$ cat src/rtl/mem_stream_loader_pkg.sv
// Shared constants for the memory stream loader: FSM state encoding and
// default parameter values.
package mcp_loader_pkg;

    localparam logic [1:0] ST_IDLE   = 2'd0;
    localparam logic [1:0] ST_LOAD   = 2'd1;
    localparam logic [1:0] ST_RUN    = 2'd2;
    localparam logic [1:0] ST_UNLOAD = 2'd3;

    localparam int DEF_DATA_W    = 16;
    localparam int DEF_ADDR_W    = 12;
    localparam int DEF_NUM_CORES = 4;

endpackage

$ cat src/rtl/mem_stream_loader_if.sv
// Host-side streaming bus of the memory stream loader: load words in,
// unload words out. The host drives through 'master', the loader uses 'slave'.
interface mem_stream_loader_if
    import mcp_loader_pkg::*;
#(
    parameter int DATA_W = DEF_DATA_W
);
    logic [DATA_W-1:0] com_data_in;
    logic              data_write_start;
    logic              data_write_done;
    logic [DATA_W-1:0] com_data_out;
    logic              output_write_start;
    logic              output_write_done;

    modport master (
        output com_data_in, data_write_start, data_write_done,
        input  com_data_out, output_write_start, output_write_done
    );

    modport slave (
        input  com_data_in, data_write_start, data_write_done,
        output com_data_out, output_write_start, output_write_done
    );
endinterface

$ cat src/rtl/mem_stream_loader_done_collector.sv
// Per-core sticky completion flags. Flags clear on clear_i and accumulate
// core_done levels while capture_i is high; all_done_o when every core is set.
module done_collector #(
    parameter int NUM_CORES = 4
) (
    input  logic                 clk,
    input  logic                 rst,
    input  logic                 clear_i,
    input  logic                 capture_i,
    input  logic [NUM_CORES-1:0] done_i,
    output logic                 all_done_o
);
    logic [NUM_CORES-1:0] flags_q, flags_d;

    // Next flag value: clear wins over capture, capture is a sticky OR.
    always_comb begin
        flags_d = flags_q;
        if (clear_i) begin
            flags_d = '0;
        end else if (capture_i) begin
            flags_d = flags_q | done_i;
        end
    end

    // Flag register, async reset.
    always_ff @(posedge clk or posedge rst) begin
        if (rst) begin
            flags_q <= '0;
        end else begin
            flags_q <= flags_d;
        end
    end

    assign all_done_o = &flags_q;
endmodule

$ cat src/rtl/mem_stream_loader.sv
// Memory stream loader: loads host words into data memory, starts all cores,
// waits for every core to finish, then streams the memory back to the host.
// Optional macro LOADER_CHECKSUM_EN appends a modulo-2^DATA_W sum of the
// written load words as the final unload word.
module mem_stream_loader
    import mcp_loader_pkg::*;
#(
    parameter int DATA_W    = DEF_DATA_W,
    parameter int ADDR_W    = DEF_ADDR_W,
    parameter int NUM_CORES = DEF_NUM_CORES
) (
    input  logic                 clk,
    input  logic                 rst,
    mem_stream_loader_if.slave   host,
    output logic [1:0]           state,
    output logic [ADDR_W-1:0]    mem_addr,
    output logic [DATA_W-1:0]    mem_wdata,
    output logic                 mem_we,
    input  logic [DATA_W-1:0]    mem_rdata,
    output logic [NUM_CORES-1:0] core_start,
    input  logic [NUM_CORES-1:0] core_done,
    output logic                 load_ovf
);
    localparam logic [ADDR_W:0] ONE = {{ADDR_W{1'b0}}, 1'b1};

    logic [1:0]      state_q, state_d;
    logic [ADDR_W:0] count_q, count_d;      // words written; also the write pointer
    logic [ADDR_W:0] rd_ptr_q, rd_ptr_d;
    logic            ovf_q, ovf_d;
    logic            start_q, start_d;      // one-cycle core start pulse
    logic            out_vld_q, out_vld_d;
    logic            out_last_q, out_last_d;

    logic            full;
    logic [ADDR_W:0] n_out;
    logic            rd_issue;
    logic            rd_last;
    logic            all_done;

    assign full = count_q[ADDR_W];

`ifdef LOADER_CHECKSUM_EN
    assign n_out = count_q + ONE;
`else
    assign n_out = count_q;
`endif

    assign rd_issue = (state_q == ST_UNLOAD) && (rd_ptr_q < n_out);
    assign rd_last  = rd_issue && ((rd_ptr_q + ONE) == n_out);

    done_collector #(
        .NUM_CORES (NUM_CORES)
    ) u_done (
        .clk        (clk),
        .rst        (rst),
        .clear_i    (start_q),
        .capture_i  ((state_q == ST_RUN) && !start_q),
        .done_i     (core_done),
        .all_done_o (all_done)
    );

    // FSM and pointer next-state logic.
    always_comb begin
        state_d    = state_q;
        count_d    = count_q;
        rd_ptr_d   = rd_ptr_q;
        ovf_d      = ovf_q;
        start_d    = 1'b0;
        out_vld_d  = 1'b0;
        out_last_d = 1'b0;
        case (state_q)
            ST_IDLE: begin
                if (host.data_write_start) begin
                    state_d = ST_LOAD;
                    count_d = '0;
                    ovf_d   = 1'b0;
                end
            end
            ST_LOAD: begin
                if (full) begin
                    ovf_d = 1'b1;
                end else begin
                    count_d = count_q + ONE;
                end
                if (host.data_write_done) begin
                    state_d = ST_RUN;
                    start_d = 1'b1;
                end
            end
            ST_RUN: begin
                // Flags may be stale from the previous run during the start cycle.
                if (all_done && !start_q) begin
                    state_d  = ST_UNLOAD;
                    rd_ptr_d = '0;
                end
            end
            ST_UNLOAD: begin
                if (rd_issue) begin
                    rd_ptr_d   = rd_ptr_q + ONE;
                    out_vld_d  = 1'b1;
                    out_last_d = rd_last;
                end
                if (out_last_q) begin
                    state_d = ST_IDLE;
                end
            end
            default: state_d = ST_IDLE;
        endcase
    end

    // Control registers, async reset.
    always_ff @(posedge clk or posedge rst) begin
        if (rst) begin
            state_q    <= ST_IDLE;
            count_q    <= '0;
            rd_ptr_q   <= '0;
            ovf_q      <= 1'b0;
            start_q    <= 1'b0;
            out_vld_q  <= 1'b0;
            out_last_q <= 1'b0;
        end else begin
            state_q    <= state_d;
            count_q    <= count_d;
            rd_ptr_q   <= rd_ptr_d;
            ovf_q      <= ovf_d;
            start_q    <= start_d;
            out_vld_q  <= out_vld_d;
            out_last_q <= out_last_d;
        end
    end

    // Memory address: write pointer in LOAD, read pointer for real words in UNLOAD.
    always_comb begin
        mem_addr = '0;
        if (state_q == ST_LOAD && !full) begin
            mem_addr = count_q[ADDR_W-1:0];
        end else if (state_q == ST_UNLOAD && rd_ptr_q < count_q) begin
            mem_addr = rd_ptr_q[ADDR_W-1:0];
        end
    end

    assign state      = state_q;
    assign mem_we     = (state_q == ST_LOAD) && !full;
    assign mem_wdata  = (state_q == ST_LOAD) ? host.com_data_in : '0;
    assign core_start = {NUM_CORES{start_q}};
    assign load_ovf   = ovf_q;

    assign host.output_write_start = out_vld_q;
    assign host.output_write_done  = out_last_q;

`ifdef LOADER_CHECKSUM_EN
    logic [DATA_W-1:0] sum_q, sum_d;
    logic              sum_sel_q, sum_sel_d;

    // Checksum accumulates written words; the slot after the last address carries it.
    always_comb begin
        sum_d     = sum_q;
        sum_sel_d = rd_issue && (rd_ptr_q == count_q);
        if (state_q == ST_IDLE && host.data_write_start) begin
            sum_d = '0;
        end else if (mem_we) begin
            sum_d = sum_q + host.com_data_in;
        end
    end

    // Checksum registers, async reset.
    always_ff @(posedge clk or posedge rst) begin
        if (rst) begin
            sum_q     <= '0;
            sum_sel_q <= 1'b0;
        end else begin
            sum_q     <= sum_d;
            sum_sel_q <= sum_sel_d;
        end
    end

    assign host.com_data_out = !out_vld_q ? '0 : (sum_sel_q ? sum_q : mem_rdata);
`else
    assign host.com_data_out = out_vld_q ? mem_rdata : '0;
`endif
endmodule

$ cat src/flat_wrapper.sv
// flat-port wrapper written by rule: the top's interface ports become plain ports
module mem_stream_loader_flat import mcp_loader_pkg::*;
#(
    parameter int DATA_W    = DEF_DATA_W,
    parameter int ADDR_W    = DEF_ADDR_W,
    parameter int NUM_CORES = DEF_NUM_CORES
)
  (clk, rst, state, mem_addr, mem_wdata, mem_we, mem_rdata, core_start, core_done, load_ovf, host_com_data_in, host_data_write_start, host_data_write_done, host_com_data_out, host_output_write_start, host_output_write_done);
  mem_stream_loader_if #(.DATA_W(DATA_W)) host_i ();
  input  logic clk;
  input  logic rst;
  output logic [1:0] state;
  output logic [ADDR_W-1:0] mem_addr;
  output logic [DATA_W-1:0] mem_wdata;
  output logic mem_we;
  input  logic [DATA_W-1:0] mem_rdata;
  output logic [NUM_CORES-1:0] core_start;
  input  logic [NUM_CORES-1:0] core_done;
  output logic load_ovf;
  input wire logic [$bits(host_i.com_data_in)-1:0] host_com_data_in;
  input wire logic [$bits(host_i.data_write_start)-1:0] host_data_write_start;
  input wire logic [$bits(host_i.data_write_done)-1:0] host_data_write_done;
  output wire logic [$bits(host_i.com_data_out)-1:0] host_com_data_out;
  output wire logic [$bits(host_i.output_write_start)-1:0] host_output_write_start;
  output wire logic [$bits(host_i.output_write_done)-1:0] host_output_write_done;
  assign host_i.com_data_in = host_com_data_in;
  assign host_i.data_write_start = host_data_write_start;
  assign host_i.data_write_done = host_data_write_done;
  assign host_com_data_out = host_i.com_data_out;
  assign host_output_write_start = host_i.output_write_start;
  assign host_output_write_done = host_i.output_write_done;
  mem_stream_loader #(.DATA_W(DATA_W), .ADDR_W(ADDR_W), .NUM_CORES(NUM_CORES)) u_core (.clk(clk), .rst(rst), .host(host_i), .state(state), .mem_addr(mem_addr), .mem_wdata(mem_wdata), .mem_we(mem_we), .mem_rdata(mem_rdata), .core_start(core_start), .core_done(core_done), .load_ovf(load_ovf));
endmodule
$ cat config.mk
export PLATFORM = sky130hd
export DESIGN_NAME = mem_stream_loader_flat
export DESIGN_NICKNAME = d
export VERILOG_FILES = /design/src/rtl/mem_stream_loader_pkg.sv /design/src/rtl/mem_stream_loader_if.sv /design/src/rtl/mem_stream_loader_done_collector.sv /design/src/rtl/mem_stream_loader.sv /design/src/flat_wrapper.sv
export SDC_FILE = /design/constraint.sdc
export NUM_CORES = 1
export LEC_CHECK = 0
export ABC_AREA = 1
export ABC_CLOCK_PERIOD_IN_PS = 4900
export BUFFER_PORTS_ARGS = -buffer_cell sky130_fd_sc_hd__buf_2
export CORE_ASPECT_RATIO = 2
export CORE_UTILIZATION = 56
export DETAILED_ROUTE_END_ITERATION = 7
export GPL_ROUTABILITY_DRIVEN = 0
export PLACE_DENSITY = 0.87
export SLEW_MARGIN = 0
export SYNTH_ARGS = -nofsm -noshare
export SYNTH_HDL_FRONTEND = slang
export SYNTH_HIERARCHICAL = 1
export SYNTH_SLANG_ARGS = --single-unit
$ cat constraint.sdc
create_clock -name clk -period 4.9 [get_ports clk]
set_input_delay 0.98 -clock clk [delete_from_list [all_inputs] [get_ports clk]]
set_output_delay 0.98 -clock clk [all_outputs]
set_load 0.01 [all_outputs]
==> results.toml, run 1 <==
[floorplan]
die_area_mm2 = 0.005624
die_x_um = 53.53
pin_count = 94
start_util = 0.5788
die_h_um = 105.1
floorplan.rows = 37
core-area_mm2 = 0.005139

[worst_setup_path]
crit_slowest_cell = "ha_1"
path_cells = "inv_1, ha_1, inv_4, nor2_1, inv_1, nand3_1, o21ai_0, buf_2"
cp_common_cell = "inv_1"
crit_fanout = 24
critical-path-top-delay-family = "buffers and inverters"
crit_path_start_kind = "flip-flop"
cp-end-kind = "output pin"
crit_type = "flip-flop to output pin"
path_buf_inv = 4
arrival_ns = 2.62
crit_required_ns = 3.92
max_stage_delay_ns = 0.62

[pwr]
peakVddDrop_v = 0.0002210
leakagePower_nw = 2.137
powerDensity_mw_per_mm2 = 168.6
power.total_uw = 598.6
power.switching_uw = 133.0
p_clk_frac = 0.442
internal_power_uw = 465.6
seqPwrFrac = 0.496
swShare = 0.2221
comb_power_share = 0.062

[synthesis]
yosysMostFrequentCell = "nand2_1"
syn_inst = 459
synth_commonest_cells = "nand2_1, inv_1, nand3_1, nor2_1, dfrtp_1"
synth_top_area_cell = "dfrtp_1"
synth_cell_types = 33
ys_ff_latch = 36
synth_ff_type = "dfrtp_1"
syn-cell-area_mm2 = 0.002974
synth-edff-count = 0
syn_area_per_cell_um2 = 6.480
seq_area_frac_synth = 0.3029
postSynthNetCount = 519
async_flop_share = 1.000
synth_top_area_share = 0.3029
synthTopCellsByArea = "dfrtp_1, nand2_1, inv_1"
yosys_warnings = 6

[min_path]
worstHoldPathType = "flip-flop to flip-flop"

[sta]
tns_ns = 0
max_freq_mhz = 277.8
finalCriticalPeriod_ns = 3.600
worstMarginPinSlew_ns = 0.7865
clock_skew_ns = 0.008598
setup_viol_count_final = 0
holdWs_ns = 0.5271
final_max_slew_viol_count = 0
rsz0062_at_grt = "no"
finalHoldViolations = 0
slew_headroom = 0.4744
finalCritPeriodShare = 0.7347

[layout]
drive_gt1_frac = 0.2234
syn2layout_area_growth_pct = 19.39
utilization = 0.6910
antenna_cells = 0
design_area_mm2 = 0.003551
fillers = 447
fin_nets = 605

[drt]
drt_iter0_drc = 108
ant_nets = 0
vias = 3222
wirelength_mm = 8.095
wire_per_inst_um = 13.40
first_pass_iters = 5
via_per_inst = 5.334
drc = 0

[clock_network]
clkLatencyLatePin_ns = 0.30
cts_sinks = 36
cts_tree = "done"
root_buffer = "clkbuf_8"
postCtsHoldBufs = 0
cts_made_buffers = 5
ctsResizeCount = 0
htreeDepth = 2
clkTransAtPathRegs_ns = 0.08
cts_buffer_depth = 2
post_cts_buffers = 0

[placement]
port-buffer-count = 93
hpwl_mm = 6.405
dpl-instance-area_mm2 = 0.003440

[grt]
grt_max_degree = 33
grt_pass1_wl_mm = 13.22
grt_overflow = 0
grt_pass1_vias = 3074
grt_use_total = 0.3206
antenna_found_initial = 0

[job]
maxCapViolCount = 0

[outcome]
status = "finished, final reports clean"
==> per-layer routing <==
layer	GRT usage	part of all wire	vias up	wire length, um
li1	-	-	1602	-
met1	0.3202	0.34	1434	2775
met2	0.5679	0.54	151	4367
met3	0.04949	0.062	35	504
met4	0.2049	0.055	0	448
met5	0	0	-	0
==> stage by stage <==
step           std cells  worst slack [ns]
3_5_place_dp         596             1.660
4_1_cts              604             1.324
3_3_place_gp         596             1.827
2_1_floorplan        459             2.124
5_1_grt              604             1.021
6_report             604             1.300
==> worst paths after layout <==
path                       depth (start not counted)  slack, ns                             end                     start
setup / recovery                                   8       1.30                     mem_addr[6]           u_core/state[1]
hold / removal                                     2       0.53        u_core/u_done/flags_q[1]  u_core/u_done/flags_q[1]
setup reg to reg                                  10       2.38             u_core/rd_ptr_q[11]        u_core/count_q[12]
hold reg to reg                                    2       0.53        u_core/u_done/flags_q[1]  u_core/u_done/flags_q[1]
max in group asynchronous                          3       3.82  u_core/host.output_write_start                       rst
min in group asynchronous                          2       0.56        u_core/u_done/flags_q[2]                       rst
==> state kept, by name, summed over array words and instances (netlist names) <==
signal                          flops
u_core/count_q                     13
u_core/u_done/flags_q               4
u_core/load_ovf                     1
u_core/host.output_write_start      1
u_core/rd_ptr_q                    13
u_core/start_q                      1
u_core/state                        2
u_core/host.output_write_done       1
==> power by group through the flow <==
| stage | sequential, mW | clock, mW | combinational (mW) |
|---|---|---|---|
| 3_3_place_gp | 0.303 | 0 | 0.0365 |
| 2_1_floorplan | 0.303 | 0 | 0.0136 |
| 6_report | 0.297 | 0.265 | 0.0370 |
| 3_5_place_dp | 0.303 | 0 | 0.0376 |
| 5_1_grt | 0.297 | 0.281 | 0.0434 |
| 4_1_cts | 0.297 | 0.269 | 0.0377 |
==> cell type report <==
cell class	instances	area, um^2	area share
multi-input combinational	322	1668	0.4697
timing repair buffer	94	473.0	0.1332
tap	58	72.57	0.02044
inverter	86	325.3	0.09161
clock inverter	3	42.54	0.01198
clock buffer	5	68.82	0.01938
sequential	36	900.9	0.2537
==> kinds of logic (layout without fill, tap and decap cells) <==
kind of cell,Yosys count,after routing,synth area share
compound gates,51,51,0.09340
xor+xnor,7,7,0.02524
fa+ha+maj,20,20,0.08414
buf+inv,101,188,0.1363
flops,36,36,0.3029
simple gates,244,244,0.3580
==> worst register-to-register path, stage by stage, from the launching register on <==
cell and delay (ns):
dfrtp_1 0.45, inv_1 0.14, ha_1 0.32, nand2_1 0.07
nor2_1 0.17, nand4_1 0.10, nor2_1 0.21, o22ai_1 0.12
nand2_1 0.61, nand2_1 0.14, o21ai_1 0.11
==> cell usage in the layout (no fill, tap or decap), types with 2 or more instances in the layout <==
| master | instances |
|---|---|
| nand2_1 | 133 |
| buf_2 | 93 |
| inv_1 | 82 |
| nand3_1 | 39 |
| nor2_1 | 37 |
| dfrtp_1 | 36 |
| ha_1 | 20 |
| o21ai_0 | 19 |
| a21oi_1 | 13 |
| o21ai_1 | 13 |
| nor3_1 | 12 |
| xor2_1 | 6 |
| nor2_2 | 6 |
| clkbuf_8 | 5 |
| nand4_1 | 5 |
| nand2_2 | 3 |
| nand3_2 | 3 |
| inv_2 | 2 |
| o21bai_1 | 2 |
No activity file was read; power rests on OpenSTA's default activity.
==> run 2: changes to the inputs <==
Settings changed: ABC_AREA 1 to 0, ABC_CLOCK_PERIOD_IN_PS 4900 to 3500, CORE_UTILIZATION 56 to 52, PLACE_DENSITY 0.87 to 0.82.
Clock period 4.9 ns to 3.5 ns, I/O delays scaled along.
==> run 2 against run 1 <==
Sequential share of layout area up 0.31 points; critical endpoint is now mem_addr[1]; via count down 8.3%; non-clock buffer count up 8; area after synthesis down 3.2%; first-iteration DRC count down 15%.
==> results.toml, run 2 <==
[grt]
grt_max_degree = 24
grt_use_total = 0.3029
grt_pass1_wl_mm = 12.85
antenna_found_initial = 0
grt_overflow = 0
grt_pass1_vias = 2792

[synthesis]
seq_area_frac_synth = 0.3129
synth-edff-count = 0
syn_area_per_cell_um2 = 8.156
synth_top_area_cell = "dfrtp_1"
syn-cell-area_mm2 = 0.002879
synth_commonest_cells = "nand2_1, and2_1, dfrtp_1, inv_1, nor2_1"
synthTopCellsByArea = "dfrtp_1, ha_1, and2_1"
synth_top_area_share = 0.3129
postSynthNetCount = 413
yosys_warnings = 6
synth_cell_types = 49
syn_inst = 353
ys_ff_latch = 36
yosysMostFrequentCell = "nand2_1"
async_flop_share = 1.000
synth_ff_type = "dfrtp_1"

[worst_setup_path]
path_buf_inv = 2
crit_slowest_cell = "dfrtp_1"
max_stage_delay_ns = 0.48
arrival_ns = 2.64
crit_fanout = 15
cp-end-kind = "output pin"
path_cells = "inv_1, ha_1, nand4_2, or3_1, a31oi_2, or2_4, o22ai_1, buf_2"
crit_required_ns = 2.80
crit_path_start_kind = "flip-flop"
critical-path-top-delay-family = "simple AND/OR/NAND/NOR gates"
crit_type = "flip-flop to output pin"

[clock_network]
clkTransAtPathRegs_ns = 0.08
cts_tree = "done"
root_buffer = "clkbuf_8"
ctsResizeCount = 1
clkLatencyLatePin_ns = 0.31
cts_buffer_depth = 2
cts_sinks = 36
cts_made_buffers = 5
postCtsHoldBufs = 0
post_cts_buffers = 0
htreeDepth = 2

[layout]
fin_nets = 503
drive_gt1_frac = 0.2680
final_cell_mix = "buf_2, nand2_1, and2_1, dfrtp_1, inv_1"
fillers = 483
fin_cells = 504
largestRegisters = "u_core/count_q x13, u_core/rd_ptr_q x13, u_core/u_done/flags_q x4"
antenna_cells = 0
final_common_cell = "buf_2"
syn2layout_area_growth_pct = 21.86

[drt]
first_pass_iters = 4
wirelength_mm = 8.002
via_per_inst = 5.859
wire_per_inst_um = 15.88
drt_iter0_drc = 92
drc = 0
ant_nets = 0
vias = 2953

[min_path]
worstHoldPathType = "primary input to asynchronous set/reset pin"

[floorplan]
start_util = 0.5359
die_h_um = 107.2
floorplan.rows = 38
pin_count = 94
die_x_um = 54.62
die_area_mm2 = 0.005856
core-area_mm2 = 0.005373

[sta]
clock_skew_ns = 0.006676
holdWs_ns = 0.2748
worstMarginPinSlew_ns = 0.7537
final_max_slew_viol_count = 0
max_freq_mhz = 299.5
slew_headroom = 0.4936
finalCriticalPeriod_ns = 3.339
setup_viol_count_final = 0
finalHoldViolations = 0
finalCritPeriodShare = 0.9540

[pwr]
leakagePower_nw = 1.752
peakVddDrop_v = 0.0005731
power.total_mw = 1.786
powerDensity_mw_per_mm2 = 509.1

[job]
maxCapViolCount = 0

[placement]
port-buffer-count = 93
hpwl_mm = 6.298
dp_cells = 496

[outcome]
status = "finished, final reports clean"
==> run 2: cell types whose count changed in the layout (fill, tap and decap cells not counted), moves of 13 or more <==
cell	change
nand2_1	-94
inv_1	-59
and2_1	+35
nand3_1	-25
xnor2_1	+20
nor2_1	-16
o21ai_1	-13
==> run 2: power by group <==
group | switching (mW) | total, mW | internal, mW
clock | 0.162 | 0.372 | 0.211
combinational | 0.542 | 0.875 | 0.334
sequential | 0.0663 | 0.538 | 0.472
==> run 2: logic make-up after synthesis <==
family,count (synthesis),synth area share
AND/OR/NAND/NOR,156,0.2877
AO/OA/AOI/OAI,70,0.1595
buffers and inverters,43,0.06562
flip-flops,36,0.3129
XOR/XNOR,23,0.06997
adder cells (fa/ha/maj),20,0.08692
multiplexers,5,0.01738
==> run 2: area by class of cell <==
class	count	area, um^2	share of cell area
clock inverters	3	42.54	0.01213
well taps	60	75.07	0.02140
flip-flops and latches	36	900.9	0.2568
inverters	24	90.09	0.02568
clock buffers	5	68.82	0.01961
repair buffers	102	533.0	0.1519
multi-input cells	274	1798	0.5125
==> run 2: routing by layer <==
layer	vias up	global-route usage	routed length [um]
met5	-	0	0
met3	28	0.05106	449
met1	1386	0.3201	2792
met4	0	0.2033	418
met2	131	0.5095	4341
li1	1408	-	-
==> run 2: worst paths after layout <==
check                                         startpoint                            end  slack (ns)  cells past startpoint
max in group asynchronous                            rst             u_core/rd_ptr_q[7]        2.47                      3
worst max register to register         u_core/count_q[8]  u_core/host.output_write_done        0.60                      8
min in group clk                u_core/u_done/flags_q[2]       u_core/u_done/flags_q[2]        0.50                      2
worst max-delay path                  u_core/count_q[12]                    mem_addr[1]        0.16                      8
worst min-delay path                                 rst       u_core/u_done/flags_q[1]        0.27                      2
worst min register to register  u_core/u_done/flags_q[2]       u_core/u_done/flags_q[2]        0.50                      2
==> run 2: per-stage QoR <==
| step | area [um^2] | TNS (ns) | utilization | setup slack (ns) |
|---|---|---|---|---|
| CTS | 3502 | 0 | 0.6518 | 0.1064 |
| global route | 3508 | -0.006275 | 0.6530 | -0.005619 |
| finish | 3508 | 0 | 0.6530 | 0.1608 |
| detailed placement | 3388 | 0 | 0.6306 | 0.2592 |
| global placement | 3388 | 0 | 0.6306 | 0.3663 |
| floorplan | 2879 | 0 | - | 0.3971 |
==> run 3: changes to the inputs <==
Settings changed: BUFFER_PORTS_ARGS -buffer_cell sky130_fd_sc_hd__buf_2 to not set, CORE_UTILIZATION 52 to 64, DONT_BUFFER_PORTS set to 1, PLACE_DENSITY 0.82 to 0.8.
==> run 3 against run 2 <==
Hold slack worse by 0.098 ns; critical path type unchanged; total power shrank 8.5%; sequential cell count is the same; via count is 9.5% lower; critical path depth down 1; highest routed layer unchanged.
==> results.toml, run 3 (synthesis results as in run 2) <==
[drt]
drc = 0
vias = 2673
via_per_inst = 6.551
ant_nets = 0
drt_iter0_drc = 125
first_pass_iters = 5
wirelength_mm = 7.508
wire_per_inst_um = 18.40

[sta]
final_max_slew_viol_count = 0
rsz0062_at_grt = "no"
worstMarginPinSlew_ns = 0.6757
finalCriticalPeriod_ns = 3.283
finalHoldViolations = 0
finalCritPeriodShare = 0.9380
clock_skew_ns = 0.006390
slew_headroom = 0.5367
tns_ns = 0
setup_viol_count_final = 0
max_freq_mhz = 304.6

[layout]
syn2layout_area_growth_pct = 5.346
antenna_cells = 0
utilization = 0.6990
final_common_cell = "nand2_1"
drive_gt1_frac = 0.08192
fillers = 375
fin_nets = 413
largestRegisters = "u_core/count_q x13, u_core/rd_ptr_q x13, u_core/u_done/flags_q x4"
final_cell_mix = "nand2_1, and2_1, dfrtp_1"

[grt]
grt_use_total = 0.3378
grt_pass1_vias = 2615
grt_use_met2 = 0.6101
grtUsageMet3 = 0.03774
grt.met1_usage = 0.3496
grt_overflow = 0
antenna_found_initial = 0
grt_max_degree = 33
grt_busiest_layer = "met2"
grt_pass1_wl_mm = 12.14

[clock_network]
cts_sinks = 36
post_cts_buffers = 0
clkTransAtPathRegs_ns = 0.08
root_buffer = "clkbuf_8"
clkLatencyLatePin_ns = 0.29
cts_tree = "done"
ctsResizeCount = 1
htreeDepth = 2
postCtsHoldBufs = 0
cts_made_buffers = 5
cts_buffer_depth = 2

[worst_setup_path]
cp-end-kind = "output pin"
arrival_ns = 2.58
crit_type = "flip-flop to output pin"
crit_required_ns = 2.80
crit_path_start_kind = "flip-flop"
crit_fanout = 15

[job]
maxCapViolCount = 0

[floorplan]
floorplan.rows = 34
start_util = 0.6635
die_x_um = 49.43
pin_count = 94
core-area_mm2 = 0.004339
die_area_mm2 = 0.004787
die_h_um = 96.85

[placement]
hpwl_mm = 5.778
port-buffer-count = 0

[pwr]
peakVddDrop_v = 0.0005847
powerDensity_mw_per_mm2 = 539.0
leakagePower_nw = 1.321

[min_path]
worstHoldPathType = "primary input to asynchronous set/reset pin"

[outcome]
status = "finished, final reports clean"
## run 3: layout make-up
cell class                 count  area, um^2  share of cell area
multi-input combinational    274        1797              0.5924
tap                           54       67.56             0.02228
clock buffer                   5       68.82             0.02269
timing repair buffer          12       90.09             0.02970
clock inverter                 3       18.77            0.006188
inverter                      24       90.09             0.02970
sequential                    36       900.9              0.2970
## run 3: per-layer routing
layer | up-vias | share of wire | wire, um
met1 | 1221 | 0.34 | 2560
met4 | 0 | 0.058 | 433
met2 | 193 | 0.53 | 3997
met3 | 36 | 0.069 | 516
li1 | 1223 | - | -
met5 | - | 0 | 0
## run 3: power by group
| group | internal [mW] | leakage, nW | switching, mW |
|---|---|---|---|
| registers | 0.472 | 0.490 | 0.0846 |
| clock network | 0.139 | 0.0479 | 0.160 |
| logic | 0.258 | 0.783 | 0.521 |
## run 3: worst max-delay path: stages, from the launching register on
cell,delay (ns)
dfrtp_1,0.49
inv_1,0.14
ha_1,0.36
nand4_2,0.10
o2111ai_1,0.13
a311o_1,0.42
or2_4,0.37
o22ai_1,0.29
## run 3: final timing paths
| path | endpoint | from | slack [ns] | cells past startpoint |
|---|---|---|---|---|
| worst min-delay path | u_core/u_done/flags_q[1] | rst | 0.18 | 1 |
| worst max register to register | u_core/host.output_write_done | u_core/count_q[12] | 0.56 | 8 |
| max in group asynchronous | u_core/rd_ptr_q[8] | rst | 2.82 | 2 |
| min in group clk | u_core/u_done/flags_q[1] | u_core/u_done/flags_q[1] | 0.50 | 2 |
| worst min register to register | u_core/u_done/flags_q[1] | u_core/u_done/flags_q[1] | 0.50 | 2 |
| worst max-delay path | mem_addr[8] | u_core/count_q[12] | 0.22 | 7 |
## run 3: per-stage QoR
stage               setup slack (ns)  instance area (um^2)  instances  hold WS [ns]  power [mW]
finish                        0.2170                  3033        408        0.1769       1.635
CTS                          0.03715                  3030        408        0.1698       1.625
global route                 0.07835                  3033        408        0.1728       1.737
detailed placement            0.3005                  2938        400        0.4839       1.318
floorplan                     0.3971                  2879        353        0.4550       1.133
global placement              0.3707                  2938        400        0.4697       1.306
